File: src/rtl/maxpool_window_sequencer.sv
// Collects a raster pixel stream into non-overlapping STRIDE_SIZE x STRIDE_SIZE windows
// and hands each packed window to the Maxpool datapath over a valid/ready handshake.
module maxpool_window_sequencer #(
  parameter int unsigned STRIDE_SIZE = 2,
  parameter int unsigned DATA_WIDTH  = 16,
  parameter int unsigned ROW_SIZE    = 4,
  parameter int unsigned COLUMN_SIZE = 4
) (
  input  logic                                          clock,
  input  logic                                          sreset_n,
  input  logic                                          start,
  output logic                                          busy,
  output logic                                          frame_done,
  input  logic [DATA_WIDTH-1:0]                         in_data,
  input  logic                                          in_valid,
  output logic                                          in_ready,
  output logic [STRIDE_SIZE*STRIDE_SIZE*DATA_WIDTH-1:0] win_data,
  output logic                                          win_valid,
  input  logic                                          win_ready
);

  localparam int unsigned S  = STRIDE_SIZE;
  localparam int unsigned NB = ROW_SIZE / S;
  localparam int unsigned NW = COLUMN_SIZE / S;
  localparam int unsigned WW = S * S * DATA_WIDTH;
  localparam int unsigned CW = (COLUMN_SIZE > 1) ? $clog2(COLUMN_SIZE) : 1;
  localparam int unsigned RW = (ROW_SIZE > 1) ? $clog2(ROW_SIZE) : 1;
  localparam int unsigned KW = $clog2(S);
  localparam int unsigned BW = (NB > 1) ? $clog2(NB) : 1;

  localparam logic [CW-1:0] COL_LAST     = CW'(COLUMN_SIZE - 1);
  localparam logic [CW-1:0] WIN_COL_LAST = CW'(NW * S - 1);
  localparam logic [RW-1:0] ROW_LAST     = RW'(ROW_SIZE - 1);
  localparam logic [KW-1:0] K_LAST       = KW'(S - 1);
  localparam logic [KW-1:0] FILL_LAST    = KW'(S - 2);
  localparam logic [BW-1:0] BAND_LAST    = BW'(NB - 1);

  typedef enum logic [2:0] {IDLE, FILL, LAST, SKIP, DRAIN} state_t;

  state_t          state, state_next;
  logic [CW-1:0]   col;
  logic [RW-1:0]   row;
  logic [KW-1:0]   rib;
  logic [KW-1:0]   phase;
  logic [BW-1:0]   band;

  logic            accept;
  logic            row_end;
  logic            win_hit;
  logic            win_take;
  logic            done_set;

  logic [(S-1)*COLUMN_SIZE*DATA_WIDTH-1:0] lb;
  logic [(S-1)*DATA_WIDTH-1:0]             sr;
  logic [S*DATA_WIDTH-1:0]                 row_next;
  logic [31:0]                             col_i;
  logic [31:0]                             base_i;
  logic [WW-1:0]                           window;

  always_comb begin
    in_ready = 1'b0;
    unique case (state)
      FILL:    in_ready = 1'b1;
      LAST:    in_ready = !win_valid || win_ready;
      SKIP:    in_ready = 1'b1;
      default: in_ready = 1'b0;
    endcase
  end

  assign accept   = in_valid && in_ready;
  assign row_end  = (col == COL_LAST);
  assign win_take = win_valid && win_ready;
  assign win_hit  = (state == LAST) && accept && (phase == K_LAST) && (col <= WIN_COL_LAST);
  assign busy     = (state != IDLE);
  assign col_i    = 32'(col);

  always_comb begin
    state_next = state;
    done_set   = 1'b0;
    unique case (state)
      IDLE: if (start) state_next = FILL;
      FILL: if (accept && row_end && (rib == FILL_LAST)) state_next = LAST;
      LAST: begin
        if (accept && row_end) begin
          if (band != BAND_LAST)     state_next = FILL;
          else if (row != ROW_LAST)  state_next = SKIP;
          else                       state_next = DRAIN;
        end
      end
      SKIP: if (accept && row_end && (row == ROW_LAST)) state_next = DRAIN;
      DRAIN: begin
        if (!win_valid || win_ready) begin
          state_next = IDLE;
          done_set   = 1'b1;
        end
      end
      default: state_next = IDLE;
    endcase
  end

  // Bottom row of the window is the shift register plus the pixel arriving this cycle,
  // so a window can be latched on the same edge that accepts its last pixel.
  assign row_next = {in_data, sr};

  always_comb begin
    window = '0;
    base_i = '0;
    if (col_i >= S - 1) base_i = col_i - (S - 1);
    for (int unsigned r = 0; r < S - 1; r++) begin
      for (int unsigned c = 0; c < S; c++) begin
        window[(r*S + c)*DATA_WIDTH +: DATA_WIDTH] =
          lb[(r*COLUMN_SIZE + base_i + c)*DATA_WIDTH +: DATA_WIDTH];
      end
    end
    window[(S-1)*S*DATA_WIDTH +: S*DATA_WIDTH] = row_next;
  end

  always_ff @(posedge clock) begin
    if (!sreset_n) begin
      state      <= IDLE;
      col        <= '0;
      row        <= '0;
      rib        <= '0;
      phase      <= '0;
      band       <= '0;
      frame_done <= 1'b0;
      win_valid  <= 1'b0;
      win_data   <= '0;
    end else begin
      state      <= state_next;
      frame_done <= done_set;

      if ((state == IDLE) && start) begin
        col   <= '0;
        row   <= '0;
        rib   <= '0;
        phase <= '0;
        band  <= '0;
      end else if (accept) begin
        if (row_end) begin
          col   <= '0;
          phase <= '0;
          row   <= row + RW'(1);
          if (rib == K_LAST) begin
            rib  <= '0;
            band <= band + BW'(1);
          end else begin
            rib <= rib + KW'(1);
          end
        end else begin
          col   <= col + CW'(1);
          phase <= (phase == K_LAST) ? '0 : phase + KW'(1);
        end
      end

      // A fresh window may replace one being taken on this same edge.
      if (win_hit) begin
        win_data  <= window;
        win_valid <= 1'b1;
      end else if (win_take) begin
        win_valid <= 1'b0;
      end
    end
  end

  always_ff @(posedge clock) begin
    if (accept && (state == FILL))
      lb[(32'(rib)*COLUMN_SIZE + col_i)*DATA_WIDTH +: DATA_WIDTH] <= in_data;
    if (accept && (state == LAST))
      sr <= row_next[S*DATA_WIDTH-1:DATA_WIDTH];
  end

endmodule

File: config.mk
export PLATFORM = sky130hd
export DESIGN_NAME = maxpool_window_sequencer
export DESIGN_NICKNAME = d
export VERILOG_FILES = /design/src/rtl/maxpool_window_sequencer.sv
export SDC_FILE = /design/constraint.sdc
export NUM_CORES = 1
export LEC_CHECK = 0
export CORE_MARGIN = 1.5
export CORE_UTILIZATION = 26
export DETAILED_ROUTE_END_ITERATION = 8
export PLACE_DENSITY = 0.42
export SLEW_MARGIN = 40
export SYNTH_ARGS = -nofsm -noshare
export SYNTH_HDL_FRONTEND = slang
export SYNTH_SLANG_ARGS = --single-unit
File: constraint.sdc
create_clock -name clock -period 4.1 [get_ports clock]
set_input_delay 0.615 -clock clock [delete_from_list [all_inputs] [get_ports clock]]
set_output_delay 0.615 -clock clock [all_outputs]
set_load 0.005 [all_outputs]
==> flow_metrics.env <==
export IMPL_status="finished, final reports clean"
export IMPL_antenna_found_initial=1
export IMPL_drive_gt1_frac=0.0988
export IMPL_power_leakage_nw=2.75
export IMPL_maxCapViolCount=0
export IMPL_root_buffer="clkbuf_16"
export IMPL_min_period_ns=3.02
export IMPL_synth_cells=596
export IMPL_drtIter0Drc=366
export IMPL_startpoint_type="primary input"
export IMPL_critical_path_arrival_ns=2.41
export IMPL_ctsHoldBuffers=0
export IMPL_die_w_um=165
export IMPL_power_density_nw_per_um2=439
export IMPL_rows=59
export IMPL_area_delta_synth_final_pct=26.9
export IMPL_core_um2=25900
export IMPL_worst_pin_slew_ns=0.766
export IMPL_vias=4795
export IMPL_cts_buffers=17
export IMPL_post_route_util=0.333
export IMPL_io_buffer_count=88
export IMPL_synth_cell_types=50
export IMPL_vdd_drop_max_uv=207
export IMPL_grt_overflow_total=0
export IMPL_end_kind="primary output"
export IMPL_routed_via_density=4.69
export IMPL_ys_warnings_count=0
export IMPL_ys_ff_latch=156
export IMPL_grt_pass1_wl_um=27900
export IMPL_fin_skew_ns=0.00603
export IMPL_reg2regPathDepth=6
export IMPL_final_common_cell="clkdlybuf4s50_1"
export IMPL_clk_latency_ns=0.42
export IMPL_cts_path_max_buffers=2
export IMPL_cp_max_fo=15
export IMPL_r2r_slack_ns=1.43
export IMPL_fin_nets=705
export IMPL_final_hold_viol_count=0
export IMPL_first_global_vias=4697
export IMPL_yosys_area_top_type="edfxtp_1"
export IMPL_ys_seq_area_frac=0.576
export IMPL_cts_setup_buffers=0
export IMPL_htreeDepth=4
export IMPL_worstReg2RegEnd="lb[23]"
export IMPL_synth_area_leaders="edfxtp_1 (35%), dfxtp_1 (22%), and2_1 (6.0%)"
export IMPL_drv_slew=0
export IMPL_drc=0
export IMPL_grt_max_degree=42
export IMPL_io_pin_count=89
export IMPL_hold_depth=2
export IMPL_cts_tree="done"
export IMPL_synth_edf_count=80
export IMPL_min_period_over_period=0.737
export IMPL_hold_path_class="register to register"
export IMPL_synthArstFlopShare=0
export IMPL_cts_resized=0
export IMPL_numClockSinks=156
export IMPL_fmax_mhz=331
export IMPL_dieHeight_um=165
export IMPL_slew_headroom=0.488
export IMPL_clkTransAtPathRegs_ns=0.07
export IMPL_routed_wl_um=18200
export IMPL_fin_setup_tns_ns=0
export IMPL_antenna_left=0
export IMPL_place_gp_congestion=0.822
export IMPL_final_cell_mix="clkdlybuf4s50_1 (88), edfxtp_1 (80), nand2_1 (77), dfxtp_1 (76), and2_1 (65)"
export IMPL_rsz0062_at_grt="false"
export IMPL_rr_startpoint="col[0]"
export IMPL_synthesis_area_um2=6810
export IMPL_syn_avg_cell_area_um2=11.4
export IMPL_antennaDiodeCount=0
export IMPL_min_from="win_data[59]"
export IMPL_wl_per_cell_um=17.8
export IMPL_required_ns=3.48
export IMPL_initial_core_util=0.263
export IMPL_dieArea_um2=27200
export IMPL_track_usage=0.138
export IMPL_dpl_hpwl_um=12200
export IMPL_firstDrtPassIters=7
export IMPL_crit_type="primary input to primary output"
export IMPL_setup_viol=0
export IMPL_synth_nets=626
export IMPL_synth_top_flop_cell="edfxtp_1"
export IMPL_worstHoldEndpoint="win_data[59]"
export IMPL_yosys_area_top_type_share=0.353
-- how the worst max path moves through the flow --
stage / start / endpoint / slack, ns / cells after the start
floorplan: col[0] / lb[48] / 1.32 / 6
global placement: win_ready / in_ready / 0.85 / 5
detailed placement: win_ready / in_ready / 0.79 / 5
CTS: win_ready / in_ready / 0.80 / 5
global route: win_ready / in_ready / 0.91 / 5
finish: win_ready / in_ready / 1.08 / 5
-- layer usage --
layer	routed length (µm)	GRT usage	part of all wire
met5	0	0	0
met4	263	0.0479	0.014
met3	1250	0.0387	0.068
met2	8280	0.215	0.45
met1	8420	0.184	0.46
-- stage by stage --
stage | total power, mW | setup slack (ns) | area (µm²) | hold WS (ns) | cells
6_report | 3.79 | 1.08 | 8640 | 0.459 | 1023
5_1_grt | 3.95 | 0.915 | 8640 | 0.476 | 1023
4_1_cts | 3.84 | 0.800 | 8610 | 0.462 | 1022
3_5_place_dp | 2.26 | 0.786 | 8030 | 0.449 | 990
3_3_place_gp | 2.26 | 0.852 | 8010 | 0.443 | 989
2_1_floorplan | 2.07 | 1.32 | 6810 | 0.438 | 596
-- worst max-delay path: stages --
cell and delay, ns:
clkdlybuf4s50_1 0.39, nand2b_1 0.33, a21oi_2 0.53, nor2_1 0.07
clkdlybuf4s50_1 0.47
-- area by class of cell --
class,count,area [µm²]
inverter,5,18.8
clock buffer,19,454
timing repair buffer,103,1000
multi-input combinational,392,2690
clock inverter,13,129
sequential,156,3920
tap,335,419
fill,2564,17300
-- Yosys cell counts, drive strengths merged (2+ instances only) --
cell	instances
inv	5
nor4b	2
a221o	3
nor2b	11
o2bb2ai	4
o22ai	10
and2	65
nand2b	7
a21boi	3
mux2i	23
o21ai	11
nand3b	5
and3	6
a21oi	54
a31oi	6
buf	22
nand2	78
a311oi	7
o21a	2
mux4	11
a32o	7
edfxtp	80
clkbuf	21
dfxtp	76
nor2	14
or3	5
a211oi	5
nor3	4
a22o	25
ha	9
nand3	3
a211o	3
-- sequential cells by signal (all words and copies together), names as in the netlist --
signal,count
band,1
col,2
frame_done,1
lb,64
phase,1
rib,1
row,2
sr,16
state,3
win_data,64
win_valid,1
-- kinds of logic (layout without fill, tap and decap cells) --
kind of cell	after synthesis	count (layout)	synth area share
multiplexers	34	34	0.0702
adder cells (fa/ha/maj)	9	9	0.0165
XOR/XNOR	1	1	0.00129
flip-flops	156	156	0.576
buffers and inverters	48	140	0.0340
AO/OA/AOI/OAI	144	144	0.143
AND/OR/NAND/NOR	204	204	0.158
-- power breakdown --
group | total, mW | leakage (nW) | switching (mW) | internal [mW]
Combinational | 0.479 | 1.23 | 0.280 | 0.199
Sequential | 1.75 | 1.24 | 0.0416 | 1.71
Clock | 1.56 | 0.282 | 0.678 | 0.886
Note: power is estimated with default switching activity, not from simulation.
